--- src/rtl/gate_bist_pkg.sv ---
// Shared types and helpers for the combinational-gate BIST sequencer.
package gate_bist_pkg;

  typedef enum logic [1:0] {
    IDLE   = 2'd0,
    SETTLE = 2'd1,
    CHECK  = 2'd2,
    DONE   = 2'd3
  } state_e;

  localparam int CNT_W = 4;

  function automatic int nvec(input int n);
    return 1 << n;
  endfunction

endpackage

--- src/rtl/gate_bist_timer.sv ---
// Settle-window down-counter: load starts a window, expired marks its last cycle.
module gate_bist_timer
  import gate_bist_pkg::*;
#(
  parameter int LOAD_VAL = 0
) (
  input  logic clk,
  input  logic rst_n,
  input  logic load_i,
  input  logic en_i,
  output logic expired_o
);

  logic [CNT_W-1:0] cnt_q, cnt_d;

  always_comb begin
    cnt_d = cnt_q;
    if (load_i) begin
      cnt_d = CNT_W'(LOAD_VAL);
    end else if (en_i && (cnt_q != '0)) begin
      cnt_d = cnt_q - 1'b1;
    end
  end

  always_ff @(posedge clk or negedge rst_n) begin
    if (!rst_n) begin
      cnt_q <= '0;
    end else begin
      cnt_q <= cnt_d;
    end
  end

  assign expired_o = (cnt_q == '0);

endmodule

--- src/rtl/gate_bist_ctrl.sv ---
// BIST sequencer: walks every input vector of a small gate, holds it for a settle
// window, then compares the gate output against the TRUTH table.
module gate_bist_ctrl
  import gate_bist_pkg::*;
#(
  parameter int                     N_IN         = 2,
  parameter logic [nvec(N_IN)-1:0]  TRUTH        = 4'b1000,
  parameter int                     SETTLE       = 1,
  parameter bit                     STOP_ON_FAIL = 1'b0
) (
  input  logic            clk,
  input  logic            rst_n,
  input  logic            start,
  output logic [N_IN-1:0] dut_in,
  input  logic            dut_f,
  output logic            busy,
  output logic            done,
  output logic            pass,
  output logic [N_IN:0]   err_count,
  output logic            fail_valid,
  output logic [N_IN-1:0] first_fail
);

  state_e          state_q;
  logic [N_IN-1:0] vec_q;
  logic [N_IN-1:0] dut_in_q;
  logic            busy_q;
  logic            done_q;
  logic            pass_q;
  logic [N_IN:0]   err_q;
  logic [N_IN:0]   err_d;
  logic            fail_valid_q;
  logic [N_IN-1:0] first_fail_q;

  logic mismatch;
  logic last_vec;
  logic finish;
  logic tmr_load;
  logic tmr_en;
  logic tmr_expired;

  // X/Z on the gate output must count as a failure, hence the case inequality.
  assign mismatch = (dut_f !== TRUTH[vec_q]);
  assign last_vec = &vec_q;
  assign finish   = last_vec || (mismatch && STOP_ON_FAIL);
  assign err_d    = err_q + {{N_IN{1'b0}}, mismatch};

  always_comb begin
    tmr_load = 1'b0;
    case (state_q)
      IDLE:    tmr_load = start;
      CHECK:   tmr_load = !finish;
      default: tmr_load = 1'b0;
    endcase
  end

  assign tmr_en = (state_q == gate_bist_pkg::SETTLE);

  gate_bist_timer #(
    .LOAD_VAL (SETTLE - 1)
  ) u_timer (
    .clk       (clk),
    .rst_n     (rst_n),
    .load_i    (tmr_load),
    .en_i      (tmr_en),
    .expired_o (tmr_expired)
  );

  always_ff @(posedge clk or negedge rst_n) begin
    if (!rst_n) begin
      state_q      <= IDLE;
      vec_q        <= '0;
      dut_in_q     <= '0;
      busy_q       <= 1'b0;
      done_q       <= 1'b0;
      pass_q       <= 1'b0;
      err_q        <= '0;
      fail_valid_q <= 1'b0;
      first_fail_q <= '0;
    end else begin
      done_q <= 1'b0;
      case (state_q)
        IDLE: begin
          if (start) begin
            state_q      <= gate_bist_pkg::SETTLE;
            vec_q        <= '0;
            dut_in_q     <= '0;
            busy_q       <= 1'b1;
            pass_q       <= 1'b0;
            err_q        <= '0;
            fail_valid_q <= 1'b0;
          end
        end
        gate_bist_pkg::SETTLE: begin
          if (tmr_expired) state_q <= CHECK;
        end
        CHECK: begin
          err_q <= err_d;
          if (mismatch && !fail_valid_q) begin
            first_fail_q <= vec_q;
            fail_valid_q <= 1'b1;
          end
          // pass uses the count including this final check, so it is valid alongside done.
          if (finish) begin
            state_q  <= DONE;
            done_q   <= 1'b1;
            pass_q   <= (err_d == '0);
            dut_in_q <= '0;
          end else begin
            state_q  <= gate_bist_pkg::SETTLE;
            vec_q    <= vec_q + 1'b1;
            dut_in_q <= vec_q + 1'b1;
          end
        end
        DONE: begin
          state_q <= IDLE;
          busy_q  <= 1'b0;
        end
        default: begin
          state_q  <= IDLE;
          busy_q   <= 1'b0;
          dut_in_q <= '0;
        end
      endcase
    end
  end

  assign dut_in     = dut_in_q;
  assign busy       = busy_q;
  assign done       = done_q;
  assign pass       = pass_q;
  assign err_count  = err_q;
  assign fail_valid = fail_valid_q;
  assign first_fail = first_fail_q;

endmodule

--- config.mk ---
export PLATFORM = sky130hd
export DESIGN_NAME = gate_bist_ctrl
export DESIGN_NICKNAME = d
export VERILOG_FILES = /design/src/rtl/gate_bist_pkg.sv /design/src/rtl/gate_bist_timer.sv /design/src/rtl/gate_bist_ctrl.sv
export SDC_FILE = /design/constraint.sdc
export NUM_CORES = 1
export LEC_CHECK = 0
export CAP_MARGIN = 15
export CORE_UTILIZATION = 41
export CTS_CLUSTER_DIAMETER = 120
export DETAILED_ROUTE_END_ITERATION = 7
export MAX_ROUTING_LAYER = met4
export PLACE_DENSITY_LB_ADDON = 0.12
export SYNTH_ARGS = -nofsm -noshare
export SYNTH_HDL_FRONTEND = slang
export SYNTH_SLANG_ARGS = --single-unit
--- constraint.sdc ---
create_clock -name clk -period 1.85 [get_ports clk]
set_input_delay 0.2775 -clock clk [delete_from_list [all_inputs] [get_ports clk]]
set_output_delay 0.2775 -clock clk [all_outputs]
set_load 0.03 [all_outputs]
==> results.md, run 1 <==
* Worst relative slew slack at between 70% and 80%
* Post-synthesis average cell area at 11.5 µm²
* Total gr overflow at 0
* Vias in the first global route at 637
* CTS resizes at 0
* Detail Route Antenna Nets at 0
* Status: finished clean
* Worst slew pin tran at approximately 0.32 ns
* Clk buf depth at 2
* Die Y at ~50 µm
* CP Capture Type: flip-flop
* Setup bufs post-CTS at 0
* Clock sinks at 19
* WL/cell at 13.3 µm
* H-tree depth at 1
* NumNets Final at 110
* CP max stage delay at 0.46 ns
* WP data required at 2.07 ns
* Hold Crit Class: in2async
* Die area at roughly 2400 µm²
* Area of the mapped netlist at just over 900 µm²
* Clock period minus worst slack at 1.74 ns
* Leakage at 0.551 nW
* CP arrival at 1.96 ns
* Post-Route WL at 1680 µm
* Max cap viols at 0
* Top FF cell, synth: dfrtp_1
* Hold Buf Count CTS at 0
* IR Drop Worst-Case VDD at 0.000833 V
* Floorplan row count at 16
* Initial antenna violation count at 0
* # port buffers at 14
* Die span in x at between 40 and 50 µm
* P per Cell Area at roughly 1600 nW/µm²
* CP Max Fanout at 6
* GPL Wtd Cong at 0.731
* Global-route wire length before repair at ~2800 µm
* Crit path max-delay family: adder cells
* Via count at 656
* Final worst-path cycle share at 94.1%
* Setup TNS at 0 ns
* Mapped Nets at 88
* Fraction of registers with async set/reset at between 90% and 100%
* I/O pin cnt at 15
* Area grow syn2layout at 25.4%
* DRC at 0
* Critical-path cell list: ha_1 -> xor2_1 -> ha_1 -> ha_1 -> xnor2_1 -> o2111ai_1 -> o31ai_1
* Distinct cells, synth at 32
* Starting Density at 44.8%
* Setup Skew at 0.00702 ns
* Warnings from Yosys at 0
* Cts bufs inserted at 3
* DRT iter0 DRCs at 5
* DR pass1 iterations at 2
* Total Routing Usage GR at 16.4%
* CTS root buffer: clkbuf_4
* Reg2reg path depth at 7
* Max Clock Freq at roughly 570 MHz
* Critical path launch point type: flip-flop
* WP buf/inv at 0
* Share of the synthesized area in the top cell type at 52.5%
* CTS tree: yes
* Ranking of synthesized cells by area: dfrtp_1 (52%), ha_1 (6.9%), a22o_1 (3.9%)
* Reg-to-Reg Start: vec_q[0]$_DFFE_PN0P_
* Reg clk slew, reported paths at between 0.1 and 0.15 ns
* Via/cell ratio at between 5 and 6
* CP max stage cell: dfrtp_2
* Count of final hold-check violations at 0
* Final Core Density at 56.2%
* Critical register-to-register path endpoint: pass$_DFFE_PN0P_
* Cells after Synth at just under 80
* Post-synthesis sequential area ratio at 52.5%
* RSZ-0062 raised after global routing: no
* Crit Path Class: reg2reg
* Top cell by count, worst path: ha_1
* Core Region at 2020 µm²
* Post-synth EDFFs at 0
* # setup viols final at 0
* HPWL after DPL at 1250 µm
* Largest net degree at the start of global routing at 20
* R2r setup slk at 0.11 ns
* Worst-skew pair later-pin latency at around 0.30 ns
* Number of synthesized register bits at 19
* Max-slew violations at 0
* ANT cells at 0
* Synth area leader: dfrtp_1
* Share of layout cells above drive strength 1 at 12.0%
[per-stage QoR]
step,instances,setup slack (ns),hold WS (ns),power (mW),cell area (µm²)
6_report,127,0.109,0.296,1.84,1140
5_1_grt,127,0.00930,0.310,1.97,1140
4_1_cts,127,0.0788,0.295,1.85,1130
3_5_place_dp,123,0.0535,0.482,1.63,1100
3_3_place_gp,123,0.0715,0.468,1.61,1100
2_1_floorplan,79,0.172,-0.0181,1.30,906
[metal layers]
| layer | vias to the layer above | wire, µm | global-route usage, % | share of wire, % |
|---|---|---|---|---|
| met5 | - | 0 | - | 0 |
| met4 | 0 | 38 | 8.82 | 2.3 |
| met3 | 5 | 40 | 2.18 | 2.4 |
| met2 | 14 | 775 | 28.0 | 46 |
| met1 | 312 | 828 | 18.7 | 49 |
| li1 | 325 | - | - | - |
[cell usage after synthesis, types with 2 or more instances]
cell type  count
nor3b_1        3
o31ai_1        2
and2_1         2
nor2_1         3
mux2_1         3
a21oi_1        2
a21o_1         2
dfrtp_1       19
a22o_1         4
nand2_1        5
inv_1          6
o22ai_1        2
ha_1           5
o21ai_0        3
[layout by cell type, fill, tap and decap left out, drive strengths merged, types with 2 or more instances in the layout]
master	netlist	layout
clkdlybuf4s50	0	14
mux2	3	3
nand2b	2	2
nand2	5	5
dfrtp	19	19
o21bai	2	2
inv	6	6
o31ai	2	2
a21oi	2	2
nor2b	2	2
nor2	3	3
o22ai	2	2
buf	1	4
nor3b	3	3
o21ai	3	3
clkbuf	0	3
and2	2	2
a22o	4	4
ha	5	5
a21o	2	2
[worst max path at each step]
stage,startpoint,end,cells past startpoint
3_3_place_gp,dut_f,pass$_DFFE_PN0P_,7
2_1_floorplan,vec_q[0]$_DFFE_PN0P_,err_count[2]$_DFFE_PN0P_,7
4_1_cts,vec_q[0]$_DFFE_PN0P_,pass$_DFFE_PN0P_,7
6_report,vec_q[0]$_DFFE_PN0P_,pass$_DFFE_PN0P_,7
3_5_place_dp,dut_f,pass$_DFFE_PN0P_,7
5_1_grt,vec_q[0]$_DFFE_PN0P_,pass$_DFFE_PN0P_,7
[cells by family after synthesis]
family / synth area share, %
and+or+nand+nor: 14.6
AOI/OAI and AO/OA: 16.2
DFF: 52.5
buffers and inverters: 3.04
adders and majority gates: 6.91
muxes: 4.83
xor gates and xnor gates: 1.93
[worst reg2reg max path: stages, from the launching register on]
cell and delay [ns]:
dfrtp_2 0.46, ha_1 0.24, xor2_1 0.17, ha_1 0.19, ha_1 0.21, xnor2_1 0.18
o2111ai_1 0.13, o31ai_1 0.09
[layout make-up]
| class | count | area [µm²] |
|---|---|---|
| Multi-Input combinational cell | 53 | 403 |
| Timing Repair Buffer | 18 | 170 |
| Clock inverter | 1 | 7.51 |
| Sequential cell | 19 | 477 |
| Inverter | 6 | 22.5 |
| Fill cell | 163 | 886 |
| Clock buffer | 3 | 22.5 |
| Tap cell | 27 | 33.8 |
[state kept, by name, summed over array words and instances (netlist names)]
signal / count
state_q: 2
err_count: 3
pass: 1
u_timer.cnt_q: 4
first_fail: 2
vec_q: 2
fail_valid: 1
dut_in: 2
done: 1
busy: 1
[power by group]
group / switching [mW] / internal [mW] / leakage [nW]
combinational: 0.493 / 0.427 / 0.289
sequential: 0.133 / 0.571 / 0.247
clock: 0.132 / 0.0824 / 0.0139
total: 0.757 / 1.08 / 0.551
Note: power is estimated with default switching activity, not from simulation.
==> inputs of run 2 (changes only) <==
Settings changed: MAX_ROUTING_LAYER met4 to default.
==> results.md, run 2 (synthesis results as in run 1) <==
* Status: finished clean (unchanged)
* Largest net degree at the start of global routing at 20 (unchanged)
* Starting Density at 44.8% (unchanged)
* HPWL after DPL at 1250 µm (unchanged)
* Die Y at 49.0 µm (unchanged)
* Crit Path Class: reg2reg (unchanged)
* Share of layout cells above drive strength 1 at 12.0% (unchanged)
* Max cap viols at 0 (unchanged)
* Die area at 2400 µm² (unchanged)
* Detail Route Antenna Nets at 0 (unchanged)
* Max Clock Freq at 575 MHz (was 574 MHz)
* DRT iter0 DRCs at 4 (was 5)
* Critical register-to-register path endpoint: pass$_DFFE_PN0P_ (unchanged)
* Critical path launch point type: flip-flop (unchanged)
* H-tree depth at 1 (unchanged)
* Internal power at 1.08 mW (about the same)
* Worst-skew pair later-pin latency at 0.30 ns (about the same)
* Worst relative slew slack at 79.1% (was 78.7%)
* Crit path from: vec_q[0]$_DFFE_PN0P_ (unchanged)
* R2r setup slk at 0.11 ns (about the same)
* Worst slew pin tran at 0.312 ns (was 0.319 ns)
* NumNets Final at 110 (unchanged)
* DR pass1 iterations at 2 (unchanged)
* Share of power burned in registers at 38.2% (was 38.3%)
* CP arrival at 1.96 ns (about the same)
* Reg2reg path depth at 7 (unchanged)
* Vias in the first global route at 634 (was 637)
* Top sig layer: met4 (unchanged)
* Clock group share of total power at 11.7% (about the same)
* CP max stage delay at 0.46 ns (about the same)
* Net Sw Frac at 41.2% (about the same)
* ANT cells at 0 (unchanged)
* Critical-path cell list: ha_1 -> xor2_1 -> ha_1 -> ha_1 -> xnor2_1 -> o2111ai_1 -> o31ai_1 (unchanged)
* Cts bufs inserted at 3 (unchanged)
* Total gr overflow at 0 (unchanged)
* Hold Crit Class: in2async (unchanged)
* Logic pwr share at 50.1% (about the same)
* WL/cell at 13.2 µm (was 13.3 µm)
* Via/cell ratio at 5.17 (unchanged)
* Max FFs per register at 4 (unchanged)
* Non-Filler Instances at 127 (unchanged)
* Initial antenna violation count at 0 (unchanged)
* # port buffers at 14 (unchanged)
* Final worst-path cycle share at 94.0% (was 94.1%)
* Final Core Density at 56.2% (unchanged)
* Setup TNS at 0 ns (unchanged)
* GPL Wtd Cong at 0.722 (was 0.731)
* Met3 wire length at 40 µm (unchanged)
* Clock period minus worst slack at 1.74 ns (about the same)
* IR Drop Worst-Case VDD at 0.000833 V (about the same)
* Reg clk slew, reported paths at 0.11 ns (about the same)
* RSZ-0062 raised after global routing: no (unchanged)
* Hold slack at 0.296 ns (about the same)
* Met2 WL at 765 µm (was 775 µm)
* # setup viols final at 0 (unchanged)
* DRC at 0 (unchanged)
* M1 WL at 830 µm (was 828 µm)
* WP data required at 2.07 ns (about the same)
* Core Region at 2020 µm² (unchanged)
* I/O pin cnt at 15 (unchanged)
* CTS root buffer: clkbuf_4 (unchanged)
* Count of final hold-check violations at 0 (unchanged)
* Max-slew violations at 0 (unchanged)
* CTS tree: yes (unchanged)
* Top cell by count, worst path: ha_1 (unchanged)
* Commonest non-fill, non-tap cell in the layout: dfrtp_1 (unchanged)
* Leakage at 0.551 nW (unchanged)
* Clock sinks at 19 (unchanged)
* Post-Route WL at 1680 µm (about the same)
* Sw power at 0.756 mW (was 0.757 mW)
* Total Routing Usage GR at 16.0% (was 16.4%)
* Most flops, register: u_timer.cnt_q (unchanged)
* Area grow syn2layout at 25.4% (unchanged)
* Overall power at 1.84 mW (about the same)
* Setup Skew at 0.00700 ns (was 0.00702 ns)
* Clk buf depth at 2 (unchanged)
* Highest-count cells in the layout ignoring fill and taps: dfrtp_1 (18), clkdlybuf4s50_1 (14), inv_1 (6) (unchanged)
* Hold Buf Count CTS at 0 (unchanged)
* Via count at 656 (unchanged)
* Floorplan row count at 16 (unchanged)
* End point of the critical path: pass$_DFFE_PN0P_ (unchanged)
* Reg-to-Reg Start: vec_q[0]$_DFFE_PN0P_ (unchanged)
* Die span in x at 49.0 µm (unchanged)
* Global-route wire length before repair at 2850 µm (was 2840 µm)
* CP max stage cell: dfrtp_2 (unchanged)
* P per Cell Area at 1620 nW/µm² (about the same)
* Placed cells at 123 (unchanged)
* CP Max Fanout at 6 (unchanged)
* CP Capture Type: flip-flop (unchanged)
[run 2: cell counts in the layout (fill, tap and decap cells not counted)]
No cell type changed its count.
[run 2: layer usage]
layer	vias to the layer above	track usage (%)
li1	325	-
met1	312	18.9
met2	14	28.0
met3	5	2.18
met4	0	8.82
met5	-	0
[run 2: worst max-delay path, delay by kind of cell, from the launching register on]
kind / cells / cell delay, ns
fa+ha+maj: 3 / 0.64
flops: 1 / 0.46
xor+xnor: 2 / 0.35
compound gates: 2 / 0.22
[run 2: final cells by class]
type	instances	area [µm²]
clock buffer	3	22.5
clock inverter	1	7.51
fill	163	886
inverter	6	22.5
multi-input combinational	53	403
sequential	19	477
tap	27	33.8
timing repair buffer	18	170
[run 2: power groups by stage]
stage / clock network (mW) / registers (mW) / logic (mW)
after CTS: 0.225 / 0.702 / 0.926
after global placement: 0 / 0.703 / 0.905
after floorplan: 0 / 0.844 / 0.458
final: 0.214 / 0.702 / 0.920
after detailed placement: 0 / 0.711 / 0.923
after global routing: 0.241 / 0.725 / 1.01
[run 2: worst min-delay path by stage]
stage	from	to	slack [ns]	cells after the start
2_1_floorplan	rst_n	busy$_DFFE_PN0P_	-0.02	0
3_3_place_gp	dut_in[1]$_DFFE_PN0P_	dut_in[1]$_DFFE_PN0P_	0.47	1
3_5_place_dp	dut_in[1]$_DFFE_PN0P_	dut_in[1]$_DFFE_PN0P_	0.48	1
4_1_cts	rst_n	err_count[1]$_DFFE_PN0P_	0.30	2
5_1_grt	rst_n	pass$_DFFE_PN0P_	0.31	2
6_report	rst_n	pass$_DFFE_PN0P_	0.30	2
[run 2: metrics by stage]
stage          worst slack, ns  instance area, µm²
2_1_floorplan            0.172                 906
3_3_place_gp            0.0715                1100
3_5_place_dp            0.0535                1100
4_1_cts                 0.0788                1130
5_1_grt                0.00930                1140
6_report                 0.112                1140
[run 2: timing repair]
item,4_1_cts,5_1_grt
resized for setup,0,1
setup buffers,0,0
endpoints found under the setup margin,0,1
==> inputs of run 3 (changes only) <==
Settings changed: CELL_PAD_IN_SITES_DETAIL_PLACEMENT from default to 0, CELL_PAD_IN_SITES_GLOBAL_PLACEMENT from default to 1, CORE_UTILIZATION 41 to 40.
==> results.md, run 3 (synthesis results as in run 1) <==
* Setup bufs post-CTS at 0 (unchanged)
* CP Capture Type: flip-flop (unchanged)
* Multi-input gate area at 403 µm² (unchanged)
* Via/cell ratio at 5.21 (was 5.17)
* CTS tree: yes (unchanged)
* Reg-to-Reg Start: vec_q[0]$_DFFE_PN0P_ (unchanged)
* Die Y at 49.6 µm (was 49.0 µm)
* Largest net degree at the start of global routing at 20 (unchanged)
* Worst relative slew slack at 76.7% (was 79.1%)
* DR pass1 iterations at 4 (was 2)
* CP Max Fanout at 3 (was 6)
* Die area at 2460 µm² (was 2400 µm²)
* HPWL after DPL at 1230 µm (was 1250 µm)
* Status: finished clean (unchanged)
* Vias in the first global route at 665 (was 634)
* Overall power at 1.83 mW (was 1.84 mW)
* Max FFs per register at 4 (unchanged)
* Highest-count cells in the layout ignoring fill and taps: dfrtp_1 (19), clkdlybuf4s50_1 (14), inv_1 (6) (was dfrtp_1 (18), clkdlybuf4s50_1 (14), inv_1 (6))
* Detail Route Antenna Nets at 0 (unchanged)
* Area grow syn2layout at 25.7% (was 25.4%)
* Total Routing Usage GR at 16.0% (about the same)
* Reg2reg path depth at 7 (unchanged)
* Setup Skew at 0.00229 ns (was 0.00700 ns)
* Clk buf depth at 2 (unchanged)
* IR Drop Worst-Case VDD at 0.000976 V (was 0.000833 V)
* Final worst-path cycle share at 92.5% (was 94.0%)
* Leakage at 0.558 nW (was 0.551 nW)
* Max cap viols at 0 (unchanged)
* R2r setup slk at 0.14 ns (was 0.11 ns)
* Via count at 667 (was 656)
* Clock sinks at 19 (unchanged)
* Commonest non-fill, non-tap cell in the layout: dfrtp_1 (unchanged)
* Crit Path Class: reg2reg (unchanged)
* H-tree depth at 1 (unchanged)
* Pre-CTS setup slack at 0.0519 ns (was 0.0535 ns)
* # setup viols final at 0 (unchanged)
* WP data required at 2.06 ns (was 2.07 ns)
* I/O pin cnt at 15 (unchanged)
* Fill count at 190 (was 163)
* CP arrival at 1.92 ns (was 1.96 ns)
* NumNets Final at 111 (was 110)
* Core Region at 2040 µm² (was 2020 µm²)
* Reg clk slew, reported paths at 0.10 ns (was 0.11 ns)
* Clock period minus worst slack at 1.71 ns (was 1.74 ns)
* Sw power at 0.741 mW (was 0.756 mW)
* Critical path launch point type: flip-flop (unchanged)
* Logic pwr share at 51.1% (was 50.1%)
* RSZ-0062 raised after global routing: no (unchanged)
* Net Sw Frac at 40.4% (was 41.2%)
* GPL Wtd Cong at 0.797 (was 0.722)
* DRC at 0 (unchanged)
* Max-slew violations at 0 (unchanged)
* CP max stage delay at 0.40 ns (was 0.46 ns)
* Die span in x at 49.6 µm (was 49.0 µm)
* P per Cell Area at 1610 nW/µm² (was 1620 nW/µm²)
* Critical register-to-register path endpoint: pass$_DFFE_PN0P_ (unchanged)
* Share of power burned in registers at 37.6% (was 38.2%)
* Cts bufs inserted at 3 (unchanged)
* Worst-skew pair later-pin latency at 0.29 ns (was 0.30 ns)
* ANT cells at 0 (unchanged)
* DRT iter0 DRCs at 10 (was 4)
* End point of the critical path: pass$_DFFE_PN0P_ (unchanged)
* Starting Density at 44.4% (was 44.8%)
* Reg area at 475 µm² (was 477 µm²)
* Most flops, register: u_timer.cnt_q (unchanged)
* Hold Buf Count CTS at 0 (unchanged)
* # port buffers at 14 (unchanged)
* Post-layout worst setup margin at 0.139 ns (was 0.112 ns)
* Clock group share of total power at 11.3% (was 11.7%)
* Post-Route WL at 1640 µm (was 1680 µm)
* Total gr overflow at 0 (unchanged)
* Critical-path cell list: ha_1 -> xor2_1 -> ha_1 -> ha_1 -> xnor2_1 -> o2111ai_1 -> o31ai_1 (unchanged)
* Crit path from: vec_q[0]$_DFFE_PN0P_ (unchanged)
* Count of final hold-check violations at 0 (unchanged)
* Worst slew pin tran at 0.349 ns (was 0.312 ns)
* Hold Crit Class: in2async (unchanged)
* Final Core Density at 55.8% (was 56.2%)
* Initial antenna violation count at 0 (unchanged)
* CTS root buffer: clkbuf_4 (unchanged)
* Top cell by count, worst path: ha_1 (unchanged)
* Floorplan row count at 16 (unchanged)
* Internal power at 1.09 mW (was 1.08 mW)
* WL/cell at 12.8 µm (was 13.2 µm)
* CTS resizes at 0 (unchanged)
* Global-route wire length before repair at 2950 µm (was 2850 µm)
* Setup TNS at 0 ns (unchanged)
* Share of layout cells above drive strength 1 at 10.9% (was 12.0%)
* Max Clock Freq at 585 MHz (was 575 MHz)
* CP max stage cell: dfrtp_1 (was dfrtp_2)
run 3: power by group through the flow:
| stage | clock (mW) | sequential, mW | combinational [mW] |
|---|---|---|---|
| after CTS | 0.213 | 0.690 | 0.947 |
| after detailed placement | 0 | 0.699 | 0.942 |
| after global routing | 0.238 | 0.716 | 1.03 |
| after global placement | 0 | 0.695 | 0.932 |
| after floorplan | 0 | 0.844 | 0.458 |
| final | 0.207 | 0.689 | 0.935 |
run 3: worst min-delay path by stage:
stage / cells past startpoint / slack, ns / startpoint / endpoint
4_1_cts: 2 / 0.32 / rst_n / done$_DFF_PN0_
5_1_grt: 2 / 0.32 / rst_n / dut_in[1]$_DFFE_PN0P_
3_3_place_gp: 1 / 0.47 / dut_in[1]$_DFFE_PN0P_ / dut_in[1]$_DFFE_PN0P_
3_5_place_dp: 1 / 0.47 / dut_in[1]$_DFFE_PN0P_ / dut_in[1]$_DFFE_PN0P_
6_report: 2 / 0.30 / rst_n / done$_DFF_PN0_
2_1_floorplan: 0 / -0.02 / rst_n / busy$_DFFE_PN0P_
run 3: stage by stage:
step | area [µm²] | cells | hold WS [ns]
6_report | 1140 | 128 | 0.303
5_1_grt | 1140 | 128 | 0.318
4_1_cts | 1140 | 128 | 0.316
3_5_place_dp | 1110 | 124 | 0.473
3_3_place_gp | 1110 | 124 | 0.466
2_1_floorplan | 906 | 79 | -0.0181
run 3: critical path: cells and delay by family, from the launching register on:
family                   cells  cell delay, ns
AO/OA/AOI/OAI                2            0.24
XOR/XNOR                     2            0.34
adder cells (fa/ha/maj)      3            0.65
flip-flops                   1            0.40
run 3: area by class of cell:
type	instances	area share (%)
repair buffers	19	15.6
flip-flops and latches	19	41.8
well taps	27	2.97
inverters	6	1.98
multi-input cells	53	35.4
clock buffers	4	2.31
run 3: per-layer routing:
| metal | wire length [µm] | track usage (%) | share of wire [%] |
|---|---|---|---|
| met5 | 0 | 0 | 0 |
| met1 | 794 | 21.1 | 48 |
| met3 | 52 | 3.70 | 3.2 |
| met2 | 783 | 24.8 | 48 |
| met4 | 12 | 7.14 | 0.73 |
